## config.mk

```make
export PLATFORM = sky130hd
export DESIGN_NAME = booth16_iter_mult
export DESIGN_NICKNAME = d
export VERILOG_FILES = /design/src/rtl/fused_fp_pkg.sv /design/src/rtl/Radix16_Booth_Encoder.sv /design/src/rtl/Radix16_Booth_Sel.sv /design/src/rtl/csa.sv /design/src/rtl/booth16_iter_mult.sv
export SDC_FILE = /design/constraint.sdc
export NUM_CORES = 1
export LEC_CHECK = 0
export CAP_MARGIN = 40
export CORE_UTILIZATION = 39
export DETAILED_ROUTE_END_ITERATION = 7
export GPL_ROUTABILITY_DRIVEN = 0
export PLACE_DENSITY = 0.52
export SLEW_MARGIN = 5
export SYNTH_ARGS = -nofsm -noshare
export SYNTH_HDL_FRONTEND = slang
export SYNTH_SLANG_ARGS = --single-unit
export TNS_END_PERCENT = 100
```

## constraint.sdc

```tcl
create_clock -name CLK -period 13.8 [get_ports CLK]
set_clock_uncertainty 0.2 [all_clocks]
set_input_delay 2.76 -clock CLK [delete_from_list [all_inputs] [get_ports CLK]]
set_output_delay 2.76 -clock CLK [all_outputs]
set_load 0.01 [all_outputs]
```

## src/rtl/fused_fp_pkg.sv

```systemverilog
// Shared types and helpers for the fused FP datapath: multiplier FSM states,
// radix-16 digit count and Booth window extraction.
package fused_fp_pkg;

    typedef enum logic [1:0] {
        IDLE = 2'd0,
        RUN  = 2'd1,
        DONE = 2'd2
    } mult_state_t;

    // Widest significand the window helper can address.
    localparam int unsigned MAX_WIDTH = 64;

    function automatic int unsigned ndig_of(input int unsigned width);
        return (width + 4) / 4;
    endfunction

    // Window {y[4d+3:4d], y[4d-1]} with y[-1]=0 and bits above the operand reading as 0.
    function automatic logic [4:0] booth_window(input logic [MAX_WIDTH-1:0] y,
                                                input logic [7:0]           dig);
        logic [MAX_WIDTH+4:0] ext;
        ext = {4'b0000, y, 1'b0} >> {dig, 2'b00};
        return ext[4:0];
    endfunction

endpackage

```

## src/rtl/Radix16_Booth_Encoder.sv

```systemverilog
// Precomputes the unsigned multiples 0..8 of the multiplicand for radix-16 Booth selection.
module Radix16_Booth_Encoder #(
    parameter int unsigned WIDTH = 24
) (
    input  logic [WIDTH-1:0]            x,
    output logic [8:0][WIDTH+2:0]       mult_c
);

    localparam int unsigned MW = WIDTH + 3;

    logic [MW-1:0] x1_c;
    logic [MW-1:0] x2_c;
    logic [MW-1:0] x3_c;
    logic [MW-1:0] x4_c;
    logic [MW-1:0] x8_c;

    assign x1_c = MW'(x);
    assign x2_c = x1_c << 1;
    assign x4_c = x1_c << 2;
    assign x8_c = x1_c << 3;
    assign x3_c = x1_c + x2_c;

    // Odd multiples need a carry-propagate add; even ones are shifts.
    assign mult_c[0] = '0;
    assign mult_c[1] = x1_c;
    assign mult_c[2] = x2_c;
    assign mult_c[3] = x3_c;
    assign mult_c[4] = x4_c;
    assign mult_c[5] = x1_c + x4_c;
    assign mult_c[6] = x3_c << 1;
    assign mult_c[7] = x8_c - x1_c;
    assign mult_c[8] = x8_c;

endmodule

```

## src/rtl/Radix16_Booth_Sel.sv

```systemverilog
// Decodes one 5-bit Booth window into a signed partial product (digit -8..+8 times X).
module Radix16_Booth_Sel #(
    parameter int unsigned WIDTH = 24
) (
    input  logic [4:0]                  window,
    input  logic [8:0][WIDTH+2:0]       mult,
    output logic [WIDTH+3:0]            pp_c
);

    localparam int unsigned MW = WIDTH + 3;
    localparam int unsigned PW = WIDTH + 4;

    logic [3:0]    low_c;
    logic [3:0]    idx_c;
    logic [MW-1:0] mag_c;

    always_comb begin
        low_c = {1'b0, window[3:1]} + {3'b000, window[0]};
        idx_c = window[4] ? (4'd8 - low_c) : low_c;
        mag_c = '0;
        case (idx_c)
            4'd0:    mag_c = mult[0];
            4'd1:    mag_c = mult[1];
            4'd2:    mag_c = mult[2];
            4'd3:    mag_c = mult[3];
            4'd4:    mag_c = mult[4];
            4'd5:    mag_c = mult[5];
            4'd6:    mag_c = mult[6];
            4'd7:    mag_c = mult[7];
            4'd8:    mag_c = mult[8];
            default: mag_c = '0;
        endcase
        // Negative digits: two's complement as invert plus LSB increment.
        pp_c = window[4] ? (~{1'b0, mag_c} + PW'(1)) : {1'b0, mag_c};
    end

endmodule

```

## src/rtl/csa.sv

```systemverilog
// Generic 3:2 carry-save compressor; PLUS_ONE injects a one into the carry LSB.
module csa #(
    parameter int unsigned WIDTH    = 48,
    parameter bit          PLUS_ONE = 1'b0
) (
    input  logic [WIDTH-1:0] a,
    input  logic [WIDTH-1:0] b,
    input  logic [WIDTH-1:0] c,
    output logic [WIDTH-1:0] sum_c,
    output logic [WIDTH-1:0] carry_c
);

    logic [WIDTH-1:0] maj_c;

    assign sum_c   = a ^ b ^ c;
    assign maj_c   = (a & b) | (a & c) | (b & c);
    assign carry_c = {maj_c[WIDTH-2:0], PLUS_ONE};

endmodule

```

## src/rtl/booth16_iter_mult.sv

```systemverilog
// Iterative radix-16 Booth significand multiplier: one digit per cycle into a CSA
// accumulator, registered final add. BOOTH16_ITER_EARLY_EXIT_EN stops on all-zero upper digits.
module booth16_iter_mult
    import fused_fp_pkg::*;
#(
    parameter int unsigned WIDTH = 24
) (
    input  logic                 CLK,
    input  logic                 RST,
    input  logic                 IN_VALID,
    output logic                 IN_READY,
    input  logic [WIDTH-1:0]     Multiplicand,
    input  logic [WIDTH-1:0]     Multiplier,
    output logic                 OUT_VALID,
    input  logic                 OUT_READY,
    output logic [2*WIDTH-1:0]   Product
);

    localparam int unsigned NDIG = ndig_of(WIDTH);
    localparam int unsigned MW   = WIDTH + 3;
    localparam int unsigned PW   = WIDTH + 4;
    localparam int unsigned AW   = 2 * WIDTH;
    localparam int unsigned CW   = $clog2(NDIG);

    mult_state_t         state_q;
    mult_state_t         state_d;
    logic [WIDTH-1:0]    x_q;
    logic [WIDTH-1:0]    x_d;
    logic [WIDTH-1:0]    y_q;
    logic [WIDTH-1:0]    y_d;
    logic [AW-1:0]       sum_q;
    logic [AW-1:0]       sum_d;
    logic [AW-1:0]       carry_q;
    logic [AW-1:0]       carry_d;
    logic [CW-1:0]       cnt_q;
    logic [CW-1:0]       cnt_d;
    logic [AW-1:0]       product_d;

    logic [8:0][MW-1:0]  mult_c;
    logic [4:0]          window_c;
    logic [PW-1:0]       pp_c;
    logic [AW-1:0]       pp_shift_c;
    logic [AW-1:0]       csa_sum_c;
    logic [AW-1:0]       csa_carry_c;
    logic                last_digit_c;

    Radix16_Booth_Encoder #(
        .WIDTH  (WIDTH)
    ) u_enc (
        .x      (x_q),
        .mult_c (mult_c)
    );

    assign window_c = booth_window(MAX_WIDTH'(y_q), 8'(cnt_q));

    Radix16_Booth_Sel #(
        .WIDTH  (WIDTH)
    ) u_sel (
        .window (window_c),
        .mult   (mult_c),
        .pp_c   (pp_c)
    );

    // Sign-extend the digit product and align it to digit position cnt.
    assign pp_shift_c = {{(AW-PW){pp_c[PW-1]}}, pp_c} << {cnt_q, 2'b00};

    csa #(
        .WIDTH    (AW),
        .PLUS_ONE (1'b0)
    ) u_csa (
        .a       (sum_q),
        .b       (carry_q),
        .c       (pp_shift_c),
        .sum_c   (csa_sum_c),
        .carry_c (csa_carry_c)
    );

`ifdef BOOTH16_ITER_EARLY_EXIT_EN
    // Remaining digits are zero once Y has no set bit at or above 4(cnt+1)-1.
    assign last_digit_c = (cnt_q == CW'(NDIG - 1)) ||
                          ((y_q >> (32'({cnt_q, 2'b00}) + 32'd3)) == '0);
`else
    assign last_digit_c = (cnt_q == CW'(NDIG - 1));
`endif

    // Next-state and datapath update.
    always_comb begin
        state_d   = state_q;
        x_d       = x_q;
        y_d       = y_q;
        sum_d     = sum_q;
        carry_d   = carry_q;
        cnt_d     = cnt_q;
        product_d = Product;
        case (state_q)
            IDLE: begin
                if (IN_VALID) begin
                    x_d     = Multiplicand;
                    y_d     = Multiplier;
                    sum_d   = '0;
                    carry_d = '0;
                    cnt_d   = '0;
                    state_d = RUN;
                end
            end
            RUN: begin
                sum_d   = csa_sum_c;
                carry_d = csa_carry_c;
                cnt_d   = cnt_q + CW'(1);
                if (last_digit_c) begin
                    product_d = csa_sum_c + csa_carry_c;
                    state_d   = DONE;
                end
            end
            DONE: begin
                if (OUT_READY) begin
                    state_d = IDLE;
                end
            end
            default: state_d = IDLE;
        endcase
    end

    always_ff @(posedge CLK or posedge RST) begin
        if (RST) begin
            state_q   <= IDLE;
            x_q       <= '0;
            y_q       <= '0;
            sum_q     <= '0;
            carry_q   <= '0;
            cnt_q     <= '0;
            IN_READY  <= 1'b1;
            OUT_VALID <= 1'b0;
            Product   <= '0;
        end else begin
            state_q   <= state_d;
            x_q       <= x_d;
            y_q       <= y_d;
            sum_q     <= sum_d;
            carry_q   <= carry_d;
            cnt_q     <= cnt_d;
            IN_READY  <= (state_d == IDLE);
            OUT_VALID <= (state_d == DONE);
            Product   <= product_d;
        end
    end

endmodule
```

Word-level counts from Yosys, hierarchy flattened

Cells that the tools add are included.

Bits of input ports: 52
Flip-flop bits (word level): 199
Output and inout port bits: 50

Bitwise operators: 8
Mux-type cells: 12
Shift operators: 2
Equality and inequality tests: 13
Reductions and logical operators: 6
$add $sub $neg: 8

Operators with widths:

| kind                    | count |
|---|---|
| $pmux W27 S8            | 1 |
| $pmux W48 S2            | 2 |
| $and A47 B47 Y47        | 3 |
| $xor A48 B48 Y48        | 2 |
| $or A47 B47 Y47         | 2 |
| $add A48 B48 Y48        | 1 |
| $mux W48                | 1 |
| $shl A48 B5 Y48         | 1 |
| $add A28 B1 Y28 const B | 1 |
| $mux W28                | 1 |
| $not A27 Y28            | 1 |
| $add A24 B26 Y27        | 1 |
| $sub A27 B24 Y27        | 1 |
| $add A24 B25 Y26        | 1 |
| $shr A25 B5 Y5          | 1 |
| $eq A4 B3 Y1 const B    | 4 |
| $eq A4 B2 Y1 const B    | 2 |
| $mux W2                 | 3 |
| $pmux W2 S3             | 1 |
| $pmux W3 S2             | 1 |
| $reduce_and A2 Y1       | 3 |
| $add A3 B1 Y4           | 1 |
| $eq A2 B2 Y1 const B    | 2 |
| $eq A4 B1 Y1 const B    | 1 |
| other kinds (10)        | 11 |

Depth between registers and ports, before layout

Gate-level depths: netlist of run 1.

Depth in word-level cells: 14
Gate-level depth with buffers: 45
Gate-level depth less buffers: 38

Modules after synthesis

A second synthesis of run 1 with hierarchy kept.

Cell total of the unflattened synthesis: 2,274
Area, all modules: 19,996.7 um^2

Modules (own cells, without submodules):

| module                | area each (um^2) | sequential area each (um^2) | times used | cells an instance |
|---|---|---|---|---|
| booth16_iter_mult     | 10,921.7         | 4,981.0                     | 1          | 1,054 |
| Radix16_Booth_Encoder | 4,978.5          | 0.0                         | 1          | 709 |
| Radix16_Booth_Sel     | 3,120.5          | 0.0                         | 1          | 461 |
| csa                   | 975.9            | 0.0                         | 1          | 50 |

Least setup slack after synthesis of run 1

OpenSTA, ideal clock, no wires.

Path type: register to register
From: register cnt_q[0]
To: register Product[47]
Required time: 13,505 ps
Path slack: 4,251 ps
Stages on the path, launching flop included: 41
Arrival: 9,254 ps
Library setup time: 95 ps
Cell sequence: dfrtp_1 -> buf_6 -> clkbuf_1 -> clkinv_1 -> clkbuf_1 -> buf_1 -> nand2_1 -> inv_1 -> a221oi_1 -> a21oi_1 -> ha_1 -> clkbuf_1 -> inv_1 -> ha_1 -> clkbuf_1 -> a21boi_0 -> and2_1 -> a22o_1 -> [... 5 more ...] -> and4_1 -> buf_4 -> a41oi_4 -> mux2_2 -> a211o_1 -> a21o_1 -> a21oi_1 -> fa_1 -> ha_1 -> a2111oi_0 -> or3b_2 -> o211ai_1 -> o21bai_1 -> a211oi_1 -> a21o_1 -> a21oi_1 -> nor3_1 -> o31ai_1

Cells in the longest elaborated chain, start to end: 14
Elaborated cells on any way between the ends: 25
Classes of those cells: add/sub: 4; eq/ne: 9; shift: 2; mux: 3; bitwise: 6; reduce/logical: 1

RTL lines:

| item                                       | RTL line                 | text |
|---|---|---|
| from (decl)                                | booth16_iter_mult.sv:35  | `logic [CW-1:0] cnt_q;` |
| from (signal assigned)                     | booth16_iter_mult.sv:141 | `cnt_q <= cnt_d;` |
| $shr A25 B5 Y5                             | fused_fp_pkg.sv:22       | `ext = {4'b0000, y, 1'b0} >> {dig, 2'b00};` |
| $add A3 B1 Y4                              | Radix16_Booth_Sel.sv:18  | `low_c = {1'b0, window[3:1]} + {3'b000, window[0]};` |
| $sub A4 B4 Y4                              | Radix16_Booth_Sel.sv:19  | `idx_c = window[4] ? (4'd8 - low_c) : low_c;` |
| $mux W4                                    | Radix16_Booth_Sel.sv:19  |  |
| $eq A4 B4 Y1, or another cell as far along | Radix16_Booth_Sel.sv:21  | `case (idx_c)` |
| $pmux W27 S8                               | Radix16_Booth_Sel.sv:21  |  |
| $not A27 Y28                               | Radix16_Booth_Sel.sv:34  | `pp_c = window[4] ? (~{1'b0, mag_c} + PW'(1)) : {1'b0, mag_c};` |
| $add A28 B1 Y28                            | Radix16_Booth_Sel.sv:34  |  |
| $mux W28                                   | Radix16_Booth_Sel.sv:34  |  |
| $shl A48 B5 Y48                            | booth16_iter_mult.sv:65  | `assign pp_shift_c = {{(AW-PW){pp_c[PW-1]}}, pp_c} << {cnt_q, 2'b00};` |
| $and A47 B47 Y47                           | csa.sv:16                | `assign maj_c = (a & b) \| (a & c) \| (b & c);` |
| $or A47 B47 Y47 (2 in a row)               | csa.sv:16                |  |
| $add A48 B48 Y48                           | booth16_iter_mult.sv:111 | `product_d = csa_sum_c + csa_carry_c;` |
| to (signal assigned)                       | booth16_iter_mult.sv:144 | `Product <= product_d;` |
| to (decl)                                  | booth16_iter_mult.sv:16  | `output logic [2*WIDTH-1:0] Product` |

Parallel ways exist; a longest one is shown, timed or not.
A chain may end at the register's enable or synchronous reset.

Worst setup path in the final report of run 1

From: register cnt_q[1]
To: register Product[46]

Same word-level chain as after synthesis.

==> metrics.txt, run 1 <==
CP Buf/Inv Count 5; relative slew slack 0.356; CTS resizes 0; pin count of the biggest net entering global routing 97; Avg Inst Size Synth 8.90 sq um; Cell Rows 77; Root Driver clkbuf_16; DP Wirelength approximately 42 mm; Synth async-reset ratio 1.00; DR WL/cell 20.9 um; TritonCTS buffer count 17; final layout net count between 2000 and 2500; post-place setup slack 2.36 ns; final hold vios 0; Detail Route Antenna Nets 0; Slew @ Worst Pin 0.961 ns; worst setup path class reg2reg; Cells after Synth 2000; CP top delay family compound AO/OA/AOI/OAI gates; Mapped Area 17800 sq um; syn_nets around 2200; RSZ-0062 raised after global routing false; Skew-Pair Late Insertion Delay 0.50 ns; fin crit period about 12 ns; Startpoint Class flip-flop; Core Region 44600 sq um; Synth-to-Final Area Change 12.4%; count of input and output buffers 101; Total Neg Setup Slack 0 ns; Max Cap Viol 0; final worst setup slack roughly 2.1 ns; Seq/Total Area, Yosys 0.278; r2r endpoint Product[46]$_DFFE_PP0P_; Setup violations, final 0; CP Capture Point Product[46]$_DFFE_PP0P_; # diodes 0; Yosys warnings 0; Initial Util 0.399; top cells by area, synth dfrtp_1, ha_1, fa_1; Crit path depth 36; post-layout util 0.449; EDFF count, synth 0; post-synth cell types 94; period utilisation layout 0.848; vias post-DR 16000; GR Util All Layers 0.242; Routed WL 55.4 mm; grt ovf 0; Sink Count 198; Post CTS Setup Buffer Count 0; Synth area leader dfrtp_1; Hold Path Class reg2reg; clk slew on worst S/H paths 0.09 ns; Worst Path Max Fanout 36; first-pass GRT wire length 88.4 mm; Main synth FF type dfrtp_1; CTS tree built; initial antenna violation count 0; pins over their slew limit 0; vias in the first global route around 15000; worst reg2reg path startpoint cnt_q[1]$_DFFE_PP0P_; Die H 216 um; Fmax 0.0855 GHz; die area about 47000 sq um; FF-to-FF path depth 36; Initial DRT Pass Iterations 7; H-tree Lvls 4; Critical Path Source cnt_q[1]$_DFFE_PP0P_; 1st-iter DRT viols 1493; crit path DAT approximately 12 ns; post-synth top area share 0.277; hold_buf cts 0; reg2reg setup slack 2.10 ns; vias per cell 6.05; share of cells above drive strength 1 0.0709; DRC viols 0; Die Width 216 um; Worst EP required ~14 ns; Fillers 4385; synthesis-stage register bit count between 150 and 200; slowest stage cell, crit path a2111oi_0; crit path capture type flip-flop; Longest Clk Path Bufs 2; status completed; max incr delay on CP 0.86 ns; Ports 102
==> registers in the layout, indices dropped and copies added, names as in the netlist <==
name       cells
y_q           24
Product       48
cnt_q          3
x_q           24
carry_q       47
sum_q         48
state_q        2
OUT_VALID      1
IN_READY       1
==> synth_stat cells (all sizes together), types with 49 or more instances <==
master,n
clkbuf,84
nand2,191
fa,49
inv,69
o21ai,143
ha,125
xnor2,68
nor2,121
a21oi,136
a22o,98
dfrtp,197
a21o,69
xor2,52
==> worst min-delay path by stage <==
stage,depth (start not counted),startpoint,slack (ns),endpoint
2_1_floorplan,2,carry_q[45]$_DFFE_PP0P_,0.25,carry_q[45]$_DFFE_PP0P_
3_3_place_gp,2,Product[17]$_DFFE_PP0P_,0.26,Product[17]$_DFFE_PP0P_
3_5_place_dp,2,Product[7]$_DFFE_PP0P_,0.27,Product[7]$_DFFE_PP0P_
4_1_cts,2,Product[15]$_DFFE_PP0P_,0.29,Product[15]$_DFFE_PP0P_
5_1_grt,2,Product[18]$_DFFE_PP0P_,0.30,Product[18]$_DFFE_PP0P_
6_report,2,Product[9]$_DFFE_PP0P_,0.28,Product[9]$_DFFE_PP0P_
==> through the flow <==
step,hold WS (ns),std cells,instance area [sq um]
3_5_place_dp,0.270,2618,19400
3_3_place_gp,0.261,2613,19400
2_1_floorplan,0.250,2000,17800
4_1_cts,0.290,2650,20000
6_report,0.281,2650,20000
5_1_grt,0.303,2650,20000
==> tightest hold or removal path, delay by kind of cell (launching register included) <==
kind / cells / cell delay [ns]
flip-flops: 1 / 0.35
AND/OR/NAND/NOR: 1 / 0.04
AO/OA/AOI/OAI: 1 / 0.05
==> layout by cell type, fill, tap and decap left out, types with 28 or more instances in the layout <==
cell             instances
dfrtp_1                196
inv_1                   68
xnor2_1                 67
a31oi_1                 28
a21oi_1                136
xor2_1                  52
nand3_1                 44
mux2i_1                 35
ha_1                   125
clkdlybuf4s50_1        101
o21ai_0                142
nor2_1                 121
fa_1                    49
a22o_1                  98
nor3_1                  35
mux2_2                  40
nand2_1                191
a21o_1                  69
==> cell families after synthesis <==
kind of cell / Yosys count / synth area share
XOR/XNOR: 120 / 0.0594
multiplexers: 81 / 0.0513
flip-flops: 198 / 0.278
AND/OR/NAND/NOR: 544 / 0.149
AO/OA/AOI/OAI: 707 / 0.279
buffers and inverters: 176 / 0.0394
adder cells (fa/ha/maj): 174 / 0.143
==> layout make-up <==
class | instances | area [sq um] | share of cell area
Clock buffer | 18 | 429 | 0.0214
Clock inverter | 14 | 156 | 0.00781
Inverter | 72 | 278 | 0.0139
Multi-Input combinational cell | 1626 | 12200 | 0.609
Timing Repair Buffer | 130 | 1260 | 0.0632
Tap cell | 592 | 741 | 0.0370
Sequential cell | 198 | 4960 | 0.248
==> metal layers <==
layer  GRT usage  share of wire  routed length (um)  vias to the layer above
met1       0.364           0.50               27600                     7805
met2       0.354           0.43               23600                      543
li1            -              -                   -                     7627
met4      0.0577          0.017                 936                        0
met5           0              0                   0                        -
met3      0.0441          0.059                3280                       64
Power of run 1 is not shown: default switching activity piles up to over one toggle a cycle in this logic, so the estimate is an artifact.
==> inputs of run 2 (changes only) <==
--- a/config.mk
+++ b/config.mk
@@ -9,7 +9,7 @@
 export CORE_UTILIZATION = 39
 export DETAILED_ROUTE_END_ITERATION = 7
 export GPL_ROUTABILITY_DRIVEN = 0
-export PLACE_DENSITY = 0.52
+export PLACE_DENSITY = 0.54
 export SLEW_MARGIN = 5
 export SYNTH_ARGS = -nofsm -noshare
 export SYNTH_HDL_FRONTEND = slang
==> constraint.sdc (replaced) <==
create_clock -name CLK -period 9.95 [get_ports CLK]
set_clock_uncertainty 0.2 [all_clocks]
set_input_delay 1.99 -clock CLK [delete_from_list [all_inputs] [get_ports CLK]]
set_output_delay 1.99 -clock CLK [all_outputs]
set_load 0.01 [all_outputs]
==> run 2 against run 1 <==
- count of clock-buffer cells in the layout rose by 2
- flip-flop and latch count is the same
- global-route usage rose by 0.13 points
- fmax rose by 24%
- routed wire length increased by 0.64%
- critical path depth fell by 1
- final area increased by 2.1%
==> metrics.txt, run 2 (same netlist as run 1, synthesis figures left out) <==
Crit path top cell by count buf_4; share of cells above drive strength 1 0.0964 (+0.0254); Detail Route Antenna Nets 0 (unchanged); RSZ-0062 raised after global routing false; Max Cap Viol 0 (unchanged); Slew @ Worst Pin 0.806 ns (-0.155 ns); worst setup path class reg2reg; Min-Delay Path Depth 2 (unchanged); reg2reg setup slack 0.52 ns (-1.58 ns); DR WL/cell 20.7 um (-0.78%); met2 wire length 24.1 mm (+2.3%); area of the multi-input gates 12300 sq um (+0.97%); Root Driver clkbuf_16; Initial Util 0.399 (unchanged); vias in the first global route 15500 (+1.5%); vias post-DR 16100 (+0.50%); period utilisation layout 0.948 (+0.100); # diodes 0 (unchanged); Die H 216 um (unchanged); uppermost routed layer met4; final hold vios 0 (unchanged); Worst EP required 10.12 ns (-3.83 ns); met1 WL 27.1 mm (-1.8%); CP top delay family compound AO/OA/AOI/OAI gates; die area 46500 sq um (unchanged); Reg area 4960 sq um (unchanged); clk slew on worst S/H paths 0.08 ns (about the same); H-tree Lvls 4 (unchanged); Routed WL 55.8 mm (+0.64%); count of input and output buffers 101 (unchanged); DP Wirelength 42.1 mm (+0.85%); Hold Path Class reg2reg; fin crit period 9.43 ns (-2.27 ns); crit path capture type flip-flop; Fmax 0.106 GHz (+24%); commonest non-fill, non-tap cell in the layout dfrtp_1; Longest Clk Path Bufs 2 (unchanged); pin count of the biggest net entering global routing 96 (-1.0%); Skew-Pair Late Insertion Delay 0.50 ns (about the same); Fillers 4293 (-2.1%); Initial DRT Pass Iterations 8 (+1); GR Util All Layers 0.243 (+0.00132); DRC viols 0 (unchanged); hold_buf cts 0 (unchanged); initial antenna violation count 0 (unchanged); worst reg2reg path startpoint cnt_q[0]$_DFFE_PP0P_; final layout net count 2309 (+1.7%); Sink Count 198 (unchanged); CP Buf/Inv Count 3 (-2); max incr delay on CP 0.53 ns (-0.33 ns); slowest stage cell, crit path mux4_2; FF-to-FF path depth 35 (-2.8%); leading registers by flop count Product: 48 flops, sum_q: 48 flops, carry_q: 47 flops; hold endpoint Product[17]$_DFFE_PP0P_; 1st-iter DRT viols 1748 (+17%); Startpoint Class flip-flop; pins over their slew limit 0 (unchanged); Synth-to-Final Area Change 14.8%; Worst Path Max Fanout 13 (-64%); r2r endpoint Product[47]$_DFFE_PP0P_; Setup violations, final 0 (unchanged); first-pass GRT wire length 89.2 mm (+0.88%); relative slew slack 0.462 (+0.107); commonest non-fill, non-tap cells in the layout dfrtp_1, nand2_1, o21ai_0; TritonCTS buffer count 17 (unchanged); Ports 102 (unchanged); Cell Rows 77 (unchanged); CTS tree built; DR WL met3 3.53 mm (+7.7%); Core Region 44600 sq um (unchanged); status completed; Hold Crit Start Product[17]$_DFFE_PP0P_; Total Neg Setup Slack 0 ns (unchanged); crit path DAT 9.60 ns (-2.24 ns); vias per cell 6.00 (-0.92%); worst hold margin 0.278 ns (-0.00310 ns); grt ovf 0 (unchanged); Die Width 216 um (unchanged)
run 2: worst max path at each step:
stage | from | endpoint | slack, ns | depth (start not counted)
3_5_place_dp | cnt_q[0]$_DFFE_PP0P_ | Product[47]$_DFFE_PP0P_ | 0.06 | 35
5_1_grt | cnt_q[1]$_DFFE_PP0P_ | Product[47]$_DFFE_PP0P_ | 0.01 | 40
6_report | cnt_q[0]$_DFFE_PP0P_ | Product[47]$_DFFE_PP0P_ | 0.52 | 35
2_1_floorplan | cnt_q[0]$_DFFE_PP0P_ | Product[47]$_DFFE_PP0P_ | 0.40 | 40
3_3_place_gp | cnt_q[0]$_DFFE_PP0P_ | Product[47]$_DFFE_PP0P_ | 0.25 | 33
4_1_cts | cnt_q[0]$_DFFE_PP0P_ | Product[47]$_DFFE_PP0P_ | 0.04 | 35
run 2: timing repair:
item	CTS	global route
endpoints found under the setup margin	0	17
buffers inserted	0	16
resized for setup	0	27
run 2: stage by stage:
| step | util | cells | instance area [sq um] | setup slack, ns |
|---|---|---|---|---|
| 6_report | 0.458 | 2688 | 20400 | 0.517 |
| 5_1_grt | 0.458 | 2688 | 20400 | 0.00999 |
| 3_3_place_gp | 0.438 | 2636 | 19500 | 0.246 |
| 3_5_place_dp | 0.439 | 2639 | 19600 | 0.0601 |
| 4_1_cts | 0.453 | 2671 | 20200 | 0.0405 |
| 2_1_floorplan | - | 2000 | 17800 | 0.401 |
run 2: cell type report:
type | count | area share
Tap cell | 592 | 0.0362
Clock inverter | 12 | 0.00759
Inverter | 72 | 0.0136
Multi-Input combinational cell | 1627 | 0.602
Timing Repair Buffer | 167 | 0.0756
Clock buffer | 20 | 0.0223
Sequential cell | 198 | 0.242
run 2: worst reg2reg max path, delay by kind of cell, from the launching register on:
kind | cells | cell delay, ns
fa+ha+maj | 3 | 1.15
simple gates | 11 | 2.49
compound gates | 16 | 3.56
mux | 2 | 0.81
buf+inv | 3 | 0.65
flops | 1 | 0.48
run 2: routing by layer:
layer | vias to the layer above | GRT usage
met2 | 539 | 0.356
met3 | 67 | 0.0447
met4 | 0 | 0.0716
met5 | - | 0
li1 | 7669 | -
met1 | 7844 | 0.360
Power of run 2 is left out for the same reason.
